### config.mk
export PLATFORM = sky130hd
export DESIGN_NAME = hidden_cpu_sequencer
export DESIGN_NICKNAME = d
export VERILOG_FILES = /design/src/rtl/hidden_cpu_sequencer.sv
export SDC_FILE = /design/constraint.sdc
export NUM_CORES = 1
export LEC_CHECK = 0
export ABC_AREA = 1
export CORE_MARGIN = 1
export CORE_UTILIZATION = 40
export CTS_CLUSTER_SIZE = 16
export DETAILED_ROUTE_END_ITERATION = 7
export SYNTH_ARGS = -nofsm -noshare
export SYNTH_HDL_FRONTEND = slang
export SYNTH_SLANG_ARGS = --single-unit
export TNS_END_PERCENT = 20
### constraint.sdc
create_clock -name clk -period 2.16 [get_ports clk]
set_clock_uncertainty 0.2 [all_clocks]
set_input_delay 0.432 -clock clk [delete_from_list [all_inputs] [get_ports clk]]
set_output_delay 0.432 -clock clk [all_outputs]
set_load 0.03 [all_outputs]
### src/rtl/hidden_cpu_sequencer.sv
// hidden_cpu_sequencer: instruction buffer and clock/reset phase sequencer driving the hiddenCPU input bus
module hidden_cpu_sequencer #(
    parameter int DEPTH = 16,
    parameter int AW    = 4
) (
    input  logic          clk,
    input  logic          rst,
    input  logic          wr_en,
    input  logic [AW-1:0] wr_addr,
    input  logic [5:0]    wr_data,
    input  logic [AW:0]   prog_len,
    input  logic          start,
    input  logic          step_mode,
    input  logic          step,
    input  logic          halt,
    input  logic [7:0]    cpu_out,
    output logic [7:0]    cpu_in,
    output logic          busy,
    output logic          done,
    output logic [AW:0]   instr_idx,
    output logic [7:0]    last_out,
    output logic          out_valid
);
    typedef enum logic [2:0] {IDLE, RST_LO, RST_HI, SETUP, PULSE, PAUSE, DONE} state_t;

    localparam logic [AW:0] DMAX = (AW+1)'(DEPTH);

    state_t      state;
    logic [5:0]  mem [DEPTH];
    logic [AW:0] len;
    logic [AW:0] idx;
    logic [AW:0] idx1;
    logic [AW:0] plen;
    logic        idle;
    logic        go;
    logic        wr_ok;

    assign idle      = state == IDLE || state == DONE;
    assign busy      = !idle;
    assign go        = !halt && start && idle;
    assign wr_ok     = !rst && !halt && !go && wr_en && idle;
    assign idx1      = idx + 1'b1;
    assign plen      = prog_len > DMAX ? DMAX : prog_len;
    assign instr_idx = idx;

    // buffer storage; contents survive reset and only change between runs
    always_ff @(posedge clk) begin
        if (wr_ok) mem[wr_addr] <= wr_data;
    end

    // run sequencer with registered core bus, capture and status
    always_ff @(posedge clk) begin
        if (rst) begin
            state     <= IDLE;
            cpu_in    <= 8'h00;
            done      <= 1'b0;
            idx       <= '0;
            len       <= '0;
            last_out  <= 8'h00;
            out_valid <= 1'b0;
        end else begin
            out_valid <= 1'b0;
            if (halt) begin
                if (busy) begin
                    state  <= IDLE;
                    cpu_in <= 8'h00;
                end
            end else begin
                case (state)
                    IDLE, DONE: begin
                        if (start) begin
                            len    <= plen;
                            idx    <= '0;
                            done   <= plen == '0;
                            state  <= plen == '0 ? DONE : RST_LO;
                            cpu_in <= plen == '0 ? 8'h00 : 8'h02;
                        end else if (wr_en) begin
                            done <= 1'b0;
                        end
                    end
                    RST_LO: begin
                        state  <= RST_HI;
                        cpu_in <= 8'h03;
                    end
                    RST_HI: begin
                        state  <= SETUP;
                        cpu_in <= {mem[idx[AW-1:0]], 2'b00};
                    end
                    SETUP: begin
                        state  <= PULSE;
                        cpu_in <= {cpu_in[7:2], 2'b01};
                    end
                    PULSE: begin
                        last_out  <= cpu_out;
                        out_valid <= 1'b1;
                        idx       <= idx1;
                        if (idx1 == len) begin
                            state  <= DONE;
                            done   <= 1'b1;
                            cpu_in <= 8'h00;
                        end else if (step_mode) begin
                            state  <= PAUSE;
                            cpu_in <= {cpu_in[7:2], 2'b00};
                        end else begin
                            state  <= SETUP;
                            cpu_in <= {mem[idx1[AW-1:0]], 2'b00};
                        end
                    end
                    PAUSE: begin
                        if (step || !step_mode) begin
                            state  <= SETUP;
                            cpu_in <= {mem[idx[AW-1:0]], 2'b00};
                        end
                    end
                    default: begin
                        state  <= IDLE;
                        cpu_in <= 8'h00;
                    end
                endcase
            end
        end
    end
endmodule

# Word level (Yosys, flattened, before mapping)
# Memory sizes are Yosys's and may differ from the RTL's. A register that Yosys moved wholly into a read port is not among the register bits.
# Index checks and enable logic that the tools add are counted.
dict set report word_totals {
  ff_bits 31
  mem_bits_rw 96
  in_bits 30
  out_inout_bits 24
  elab_cells 79
  n_memories 1
}
dict set report classes {
  addsub 1
  n_lt_le_gt_ge 1
  n_eq_ne 15
  mux 28
  bitwise 1
  reduce_logical 24
}
# memory words word_bits read_ports rd_clocked_by_memory_dff write_ports line
set memory_table {}
lappend memory_table {mem 16 6 2 1 1 29} ;# logic [5:0] mem [DEPTH];
# op n
set op_table {}
lappend op_table {{8-bit two-way mux} 6}
lappend op_table {{8-bit case mux with 6 select lines} 1}
lappend op_table {{3-bit two-way mux} 7}
lappend op_table {{3-bit case mux with 6 select lines} 1}
lappend op_table {{5-bit two-way mux} 2}
lappend op_table {{5-bit case mux with 2 select lines} 1}
lappend op_table {{3-bit equality test, second input constant} 3}
lappend op_table {{3-bit != test, second input constant} 3}
lappend op_table {{3-bit AND reduction} 3}
lappend op_table {{4-bit two-way mux} 2}
lappend op_table {{2-bit != test, second input constant} 4}
lappend op_table {{3-bit by 2-bit equality test with 1-bit output, second input constant} 2}
lappend op_table {{1-bit logical AND} 6}
lappend op_table {{1-bit two-way mux} 6}
lappend op_table {{5-bit by 1-bit adder with 5-bit output, second input constant} 1}
lappend op_table {{5-bit equality test} 1}
lappend op_table {{5-bit greater-than comparator, second input constant} 1}
lappend op_table {{1-bit zero test} 5}
lappend op_table {{5-bit zero test} 1}
lappend op_table {{5-bit AND reduction} 1}
lappend op_table {{4-bit != test, second input constant} 1}
lappend op_table {{4-bit AND reduction} 1}
lappend op_table {{2-bit OR reduction} 2}
lappend op_table {{3-bit by 1-bit equality test with 1-bit output, second input constant} 1}
lappend op_table {{other kinds (7)} 8}

# Logic depth before layout (Yosys ltp)
# Gate-level depths: netlist of the first run.
dict set report logic_depth {
  depth_word 9
  mapped_depth 14
}

# Worst setup path after synthesis of the first run
# Ideal clock, no wire load.
dict set report synth_timing {
  kind {register -> register}
  startpoint {register idx[1] (netlist: instr_idx[1])}
  endpoint {register cpu_in[2]}
  setup_ps 69
  arrival_time_ps 1892
  t_required_ps 1891
  path_slack_ps -1
  path_stages_with_launch 14
  path_buffers 1
  synth_period_minus_slack_ps 2161
  cell_sequence {dfxtp_1 > ha_1 > buf_4 > nand2_1 > nand2_1 > nor2_1 > nand3_1 > nor2_2 > nand3_2 > nand3_2 > nand2_4 > nor2_4 > nand2_1 > a21oi_2}
}
dict set report synth_between {
  elab_chain_cells 6
  elab_cells_between_ends 9
}
# element line
set synth_lines {}
lappend synth_lines {{from (decl)} 31} ;# logic [AW:0] idx;
lappend synth_lines {{from (signal assigned)} 96} ;# idx <= idx1;
lappend synth_lines {{5-bit by 1-bit adder with 5-bit output *} 42} ;# assign idx1 = idx + 1'b1;
lappend synth_lines {{memory 16 x 6 bit} -}
lappend synth_lines {{8-bit two-way mux} 101} ;# end else if (step_mode) begin
lappend synth_lines {{8-bit two-way mux} 97} ;# if (idx1 == len) begin
lappend synth_lines {{8-bit case mux with 6 select lines} 69} ;# case (state)
lappend synth_lines {{8-bit two-way mux} 63} ;# if (halt) begin
lappend synth_lines {{to (signal assigned)} 76} ;# cpu_in <= plen == '0 ? 8'h00 : 8'h02;
lappend synth_lines {{to (signal assigned)} 103} ;# cpu_in <= {cpu_in[7:2], 2'b00};
lappend synth_lines {{to (signal assigned)} 106} ;# cpu_in <= {mem[idx1[AW-1:0]], 2'b00};
lappend synth_lines {{to (decl)} 17} ;# output logic [7:0] cpu_in,
# Every way passes the cells marked *; elsewhere a longest branch is shown, timed or not. The select of a mux whose other input is x is not followed.
# A chain may end at the register's enable or synchronous reset.

# Final worst setup path of the first run
dict set report layout_timing {
  startpoint {register idx[0] (netlist: instr_idx[0])}
  endpoint {register cpu_in[5]}
}
# Same word-level chain as after synthesis.

==> results of run 1 <==
==> power by group through the flow <==
stage	combinational, µW	sequential, µW	clock, µW
6_report	722	2740	2900
5_1_grt	784	2740	3030
4_1_cts	698	2740	2930
3_5_place_dp	697	2790	0
3_3_place_gp	692	2790	0
2_1_floorplan	361	2810	0
==> through the flow <==
step | instances | hold WS, ns | setup WS, ns | util | instance area (µm²)
after floorplan | 755 | 0.253 | 0.0240 | - | 6440
after global placement | 1048 | 0.257 | -0.202 | 0.479 | 7580
after detailed placement | 1048 | 0.255 | -0.229 | 0.479 | 7580
after CTS | 1080 | 0.264 | 0.000419 | 0.516 | 8170
after global routing | 1082 | 0.286 | -0.0484 | 0.522 | 8260
final | 1082 | 0.264 | 0.0533 | 0.522 | 8260
==> cells by family (layout without fill, tap and decap cells) <==
family          count (synthesis)  in the layout  share of synthesized area
simple gates                  479            479                      0.324
flops                         131            131                      0.556
compound gates                 74             74                     0.0678
buf+inv                        70            181                     0.0499
fa+ha+maj                       1              1                    0.00194
==> worst paths after layout <==
check                                   from        end  cells past startpoint
worst max-delay path            instr_idx[0]  cpu_in[5]                     12
worst min-delay path               cpu_in[1]  cpu_in[1]                      2
worst max register to register  instr_idx[0]  cpu_in[5]                     12
worst min register to register     cpu_in[1]  cpu_in[1]                      2
==> worst reg2reg max path, cell delays in order (launching register included) <==
cell	delay (ns)
dfxtp_2	0.34
ha_4	0.30
inv_4	0.04
nand2_2	0.04
nand2_1	0.05
nor2_1	0.08
nand3_1	0.08
nor2_2	0.12
nand3_2	0.09
nand2_1	0.30
o21ai_0	0.20
nand2_1	0.11
a21oi_2	0.05
==> registers in the layout, summed over array words and instances, names as in the netlist, named ones only <==
| signal | cells |
|---|---|
| instr_idx | 5 |
| len | 5 |
| last_out | 8 |
| done | 1 |
| out_valid | 1 |
| state | 3 |
| cpu_in | 8 |
| mem | 96 |
==> layout make-up <==
class,instances,area share
flip-flops and latches,131,0.434
multi-input cells,554,0.315
repair buffers,117,0.132
clock buffers,19,0.0524
well taps,216,0.0327
clock inverters,13,0.0192
inverters,32,0.0149
==> synth_stat cells (4+ instances only) <==
cell      count
o21ai_0      27
buf_4         7
a21oi_1      28
nor2_1       43
edfxtp_1     96
nand2_1     251
a211oi_1      5
a21oi_2       7
nand4_1       4
inv_2         5
inv_1        25
clkbuf_1      7
buf_1         5
nand3_1     165
dfxtp_1      35
buf_2        18
==> layer usage <==
layer	routed length, µm	GRT usage
met2	8710	0.388
met4	624	0.104
met3	1680	0.0586
met1	8670	0.338
met5	0	0
==> repair_timing <==
| item | 4_1_cts | 5_1_grt |
|---|---|---|
| resized for setup | 7 | 23 |
| buffers inserted | 0 | 2 |
| setup endpoints to repair | 5 | 83 |
| pin swaps | 0 | 7 |
==> flow_summary.yaml, run 1 <==
status:
  status: "complete, no violations"
synth:
  syn_nets: 786
  synth_edf_count: 96
  synth_area_um2: 6440
  ys_seq_area_frac: 0.556
  yosysUniqueCellTypes: 33
  syn_area_per_cell_um2: 8.53
  yosys.area.top_type_share: 0.447
  ys.flop_type: "edfxtp_1"
  synthArstFlopShare: 0
  yosys.area.top_type: "edfxtp_1"
  ys_top_cells_by_area: "edfxtp_1, nand2_1, nand3_1"
  synth-seq-cells: 131
  synthCells: 755
  yosysWarnings: 0
final_layout:
  nets: 884
  nFillCells: 1423
  area_growth_pct: 28.1
  antenna_cells: 0
  final_cell_mix: "nand2_1, nand3_1, edfxtp_1, buf_4, clkdlybuf4s50_1"
  regArea_um2: 3590
  multi_input_area_um2: 2600
  final_common_cell: "nand2_1"
  drive_above_1_share: 0.157
critical_path:
  critical_path_arrival_ns: 2.21
  critPathMaxStageDelay_ns: 0.34
  crit_path_max_fanout: 8
  crit_type: "register to register"
  cpMostUsedCell: "nand2_1"
  r2r_slack_ns: 0.05
  critPathBufInv: 1
  crit_family: "simple AND/OR/NAND/NOR gates"
  cp-end-kind: "register"
  critPathSlowestCell: "dfxtp_2"
  crit_path_cell_trace: "ha_4 > inv_4 > nand2_2 > nand2_1 > nor2_1 > nand3_1 > nor2_2 > nand3_2 > nand2_1 > o21ai_0 > nand2_1 > a21oi_2"
  cp-start-kind: "register"
  cp.required_ns: 2.26
clock_tree:
  clockRootBuffer: "clkbuf_16"
  cts.sinks: 131
  cts.path.max_buffers: 2
  cts_made_buffers: 17
  cts_max_level: 4
  ctsHoldBuffers: 0
  path_clk_slew_ns: 0.06
  cts_tree: "yes"
  clock_latency_ns: 0.42
timing:
  period_minus_slack_ns: 2.11
  tightest_slew_ns: 0.438
  post-route-period-util: 0.975
  hold_viol: 0
  max_freq_mhz: 475
  slew_violations: 0
  slew_headroom: 0.708
  rsz0062_at_grt: "yes"
  setup_viol: 0
  fin_tns_setup_ns: 0
routing:
  vias: 5814
  first_pass_iters: 5
  antenna_left: 0
  wire_per_inst_um: 18.2
  vias_per_cell: 5.37
  totalWireLength_um: 19700
  drc: 0
  initialDrtViolationCount: 716
grt:
  grt_pass1_wl_um: 30700
  globalRoute.totalOverflow: 0
  grt_usage: 0.251
  grt_pass1_vias: 5566
  grt_antenna_before_repair: 0
  grt_max_degree: 49
floorplanning:
  core_area_um2: 15800
  start_util: 0.407
  dieHeight_um: 129
  ios: 54
  dieWidth_um: 129
  rows: 46
  die_area_um2: 16600
power_and_ir_drop:
  internal_power_uw: 4800
  peakVddDrop_v: 0.000661
  p_switching_uw: 1560
  power_uw: 6360
  leakage_uw: 0.00319
  power.density_nw_per_um2: 770
  switching_share: 0.246
  pwr-share-clk: 0.456
  seqPwrFrac: 0.431
  combPwrFrac: 0.113
placed_design:
  dp_hpwl_um: 13400
  portBuffers: 53
  globalplace.congestion: 0.857
worst_hold_path:
  worstHoldPathType: "register to register"
run:
  drv_cap: 0
(Power assumes the default switching activity.)
==> run 2, diff against run 1 <==
- MAX_ROUTING_LAYER: not set -> met4
==> run 2 against run 1 <==
Effect of this change: sequential cell count unchanged; die area unchanged; wire length increased by 2.2%; via count increased by 2.1%; global-route usage increased by 1.4 points; non-clock buffer count increased by 4; register-to-register slack got worse by 0.04 ns; cell area increased by 0.85%; combinational power increased by 1%; total power increased by 3.2%.
==> flow_summary.yaml, run 2 (synthesis gave the netlist of run 1 again) <==
floorplanning:
  rows: 46
  core_area_um2: 15800
  die_area_um2: 16600
  dieHeight_um: 129
  ios: 54
  start_util: 0.407
  dieWidth_um: 129
routing:
  initialDrtViolationCount: 617
  vias: 5938
  wire_per_inst_um: 18.5
  first_pass_iters: 5
  antenna_left: 0
  drc: 0
  totalWireLength_um: 20100
  vias_per_cell: 5.47
clock_tree:
  cts_made_buffers: 17
  clock_latency_ns: 0.43
  cts.sinks: 131
  clockRootBuffer: "clkbuf_16"
  cts_max_level: 4
  cts_tree: "yes"
  path_clk_slew_ns: 0.06
  cts.path.max_buffers: 2
timing:
  hold_viol: 0
  setup_viol: 0
  slew_headroom: 0.720
  tightest_slew_ns: 0.419
  max_freq_mhz: 466
  slew_violations: 0
  rsz0062_at_grt: "yes"
  post-route-period-util: 0.994
  period_minus_slack_ns: 2.15
run:
  drv_cap: 0
power_and_ir_drop:
  power_uw: 6560
  leakage_uw: 0.00323
  peakVddDrop_v: 0.000573
  power.density_nw_per_um2: 788
final_layout:
  nFillCells: 1439
  area_growth_pct: 29.2
  final_cell_mix: "nand2_1, nand3_1, edfxtp_1, buf_4, clkdlybuf4s50_1"
  final_common_cell: "nand2_1"
  regArea_um2: 3590
  post-route-util: 0.526
  multi_input_area_um2: 2600
  drive_above_1_share: 0.159
  instances_no_fill: 1086
  nets: 888
  regMostFlops: "mem"
  top_regs: "mem (96), cpu_in (8), last_out (8)"
  largest_reg_flops: 96
  antenna_cells: 0
grt:
  grt_pass1_wl_um: 31300
  grt_antenna_before_repair: 0
  grt_usage: 0.265
  grt_max_degree: 49
  globalRoute.totalOverflow: 0
  grt_pass1_vias: 5633
worst_hold_path:
  min_path_cells: 2
  worstHoldPathType: "register to register"
critical_path:
  ff2ff_path_depth: 12
  crit_path_max_fanout: 21
  critical_path_arrival_ns: 2.30
  cp-end-kind: "register"
  cp.required_ns: 2.32
  cp-start-kind: "register"
  crit_type: "register to register"
placed_design:
  globalplace.congestion: 0.981
  portBuffers: 53
  dp_hpwl_um: 13900
  dp.cells: 1051
status:
  status: "complete, no violations"
[run 2: what timing repair did]
item / CTS / global route
pin swaps: 0 / 7
hold buffers: 0 / 0
setup buffers: 0 / 3
gates resized for setup: 9 / 18
endpoints found under the hold margin: 0 / 0
cloned: 0 / 0
endpoints found under the setup margin: 9 / 100
[run 2: report_power, final]
group          internal (µW)  leakage (µW)  switching (µW)
combinational            272       0.00178             459
sequential              2720       0.00115            19.8
clock                   2020      0.000305            1060
[run 2: cell type report]
type,count,area share
clock buffer,19,0.0520
clock inverter,13,0.0227
inverter,32,0.0147
multi-input combinational,554,0.312
sequential,131,0.431
tap,216,0.0325
timing repair buffer,121,0.135
[run 2: path summary, 6_finish.rpt]
check	slack, ns	to	start
max	0.01	cpu_in[3]	instr_idx[0]
min	0.28	len[3]	len[3]
max reg2reg	0.01	cpu_in[3]	instr_idx[0]
min reg2reg	0.28	len[3]	len[3]
[run 2: critical path: stages (launching register included)]
cell     delay (ns)
dfxtp_2        0.33
buf_4          0.17
inv_2          0.06
buf_4          0.14
buf_12         0.17
nand2_1        0.07
nand3_1        0.07
nand3_1        0.13
nand3_1        0.18
nand2_1        0.07
o21ai_0        0.28
nand2_2        0.09
a21oi_2        0.11
[run 2: layer usage]
metal  vias up  track usage  share of wire
li1       2790            -              -
met1      2813        0.338           0.44
met2       303        0.422           0.47
met3        32       0.0532          0.075
met4         0       0.0865          0.018
met5         -            -              0
[run 2: stage by stage]
step | area (µm²) | setup TNS, ns | setup slack [ns] | hold slack, ns
after floorplan | 6440 | 0 | 0.0240 | 0.253
after global placement | 7620 | -15.99 | -0.182 | 0.254
after detailed placement | 7620 | -18.93 | -0.215 | 0.272
after CTS | 8240 | -0.173 | -0.0350 | 0.284
after global routing | 8330 | -0.513 | -0.103 | 0.297
final | 8330 | 0 | 0.0137 | 0.281
==> run 3, diff against run 2 <==
- CTS_BUF_LIST: not set -> sky130_fd_sc_hd__clkbuf_2
==> run 3 against run 2 <==
Effect of this change: cell area is 2.9% lower; the run now ends with negative setup slack left; first-iteration DRC count decreased by 1.9%; total power shrank 20%; sequential share of layout area up 1.4 points; clock power decreased by 42%; core utilization decreased by 1.5 points.
==> flow_summary.yaml, run 3 (synthesis gave the netlist of run 1 again) <==
status:
  status: "complete, but fails checks"
  violations: "negative setup slack"
floorplanning:
  dieHeight_um: 129
  ios: 54
  start_util: 0.407
  core_area_um2: 15800
  die_area_um2: 16600
  rows: 46
  dieWidth_um: 129
clock_tree:
  cts.sinks: 131
  cts_max_level: 4
  clockRootBuffer: "clkbuf_2"
  clock_latency_ns: 0.74
  cts.path.max_buffers: 2
  cts_tree: "yes"
  cts_made_buffers: 17
  path_clk_slew_ns: 0.20
grt:
  grt_usage: 0.265
  globalRoute.totalOverflow: 0
  grt_pass1_wl_um: 31200
  grt_pass1_vias: 5636
  grt_max_degree: 49
  grt_antenna_before_repair: 1
timing:
  post-route-period-util: 1.03
  hold_viol: 0
  fin_tns_setup_ns: -0.0653
  max_freq_mhz: 449
  setup_viol: 1
  rsz0062_at_grt: "yes"
  tightest_slew_ns: 0.521
  slew_headroom: 0.653
  holdWs_ns: 0.0627
  layout_setup_ws_ns: -0.0653
  slew_violations: 0
  period_minus_slack_ns: 2.23
routing:
  vias: 5984
  wire_per_inst_um: 18.6
  antenna_left: 0
  drc: 0
  first_pass_iters: 5
  totalWireLength_um: 20400
  vias_per_cell: 5.46
  initialDrtViolationCount: 605
critical_path:
  critPathBufInv: 3
  critPathSlowestCell: "dfxtp_4"
  crit_family: "flip-flops"
  crit_type: "register to primary output"
  crit_path_cell_trace: "inv_4 > nand2_4 > o21ai_4 > inv_2 > buf_6"
  cp-start-kind: "register"
  crit_path_max_fanout: 3
  critical_path_arrival_ns: 1.59
  cp.required_ns: 1.53
  cp-end-kind: "primary output"
  critPathMaxStageDelay_ns: 0.41
final_layout:
  largest_reg_flops: 96
  final_cell_mix: "nand2_1, nand3_1, edfxtp_1, buf_4, nor2_1"
  drive_above_1_share: 0.200
  area_growth_pct: 25.5
  regMostFlops: "mem"
  nets: 896
  final_common_cell: "nand2_1"
  top_regs: "mem (96), cpu_in (8), last_out (8)"
  postLayoutCellArea_um2: 8080
power_and_ir_drop:
  leakage_uw: 0.00313
  power.density_nw_per_um2: 651
  power_uw: 5260
  peakVddDrop_v: 0.000458
placed_design:
  dp_hpwl_um: 13900
  portBuffers: 53
  dpl_cell_area_um2: 7620
  globalplace.congestion: 0.981
run:
  drv_cap: 0
worst_hold_path:
  worstHoldPathType: "primary input to register"
-- run 3: power by group --
group          switching (µW)  internal, µW  total [µW]
logic                     467           281         747
registers                20.0          2720        2740
clock network             912           868        1780
total                    1400          3870        5260
-- run 3: timing repair --
item,CTS,global route
setup buffers,1,9
gates resized for setup,79,31
setup endpoints to repair,29,116
cloned,0,0
hold endpoints to repair,1,0
pin swaps,2,10
hold buffers,1,0
-- run 3: final cells by class --
class                   instances  area [µm²]
flip-flops and latches        131        3590
well taps                     216         270
fillers                      1478        7740
clock buffers                  19        95.1
inverters                      32         125
clock inverters                13         189
multi-input cells             554        2610
diodes                          1        2.50
repair buffers                129        1200
-- run 3: worst paths after layout --
check / slack, ns / cells after the start / end / start
worst max-delay path: -0.07 / 5 / busy / state[1]
worst min-delay path: 0.06 / 3 / len[1] / prog_len[1]
worst max register to register: 0.01 / 14 / cpu_in[6] / instr_idx[0]
worst min register to register: 0.29 / 2 / cpu_in[6] / cpu_in[6]
-- run 3: tightest hold or removal path, stage by stage --
cell,delay [ns]
clkdlybuf4s50_1,0.42
nand2_1,0.09
a21oi_1,0.06
-- run 3: per-layer routing --
metal	global-route usage	wire, µm	share of wire
met1	0.338	8690	0.43
met3	0.0599	1580	0.078
met2	0.416	9640	0.47
met4	0.0913	445	0.022
met5	-	0	0
-- run 3: per-stage QoR --
stage | setup slack (ns) | instances | util
after detailed placement | -0.215 | 1051 | 0.481
after CTS | -0.172 | 1085 | 0.503
after global placement | -0.182 | 1051 | 0.481
after global routing | -0.150 | 1095 | 0.511
final | -0.0653 | 1095 | 0.511
after floorplan | 0.0240 | 755 | -
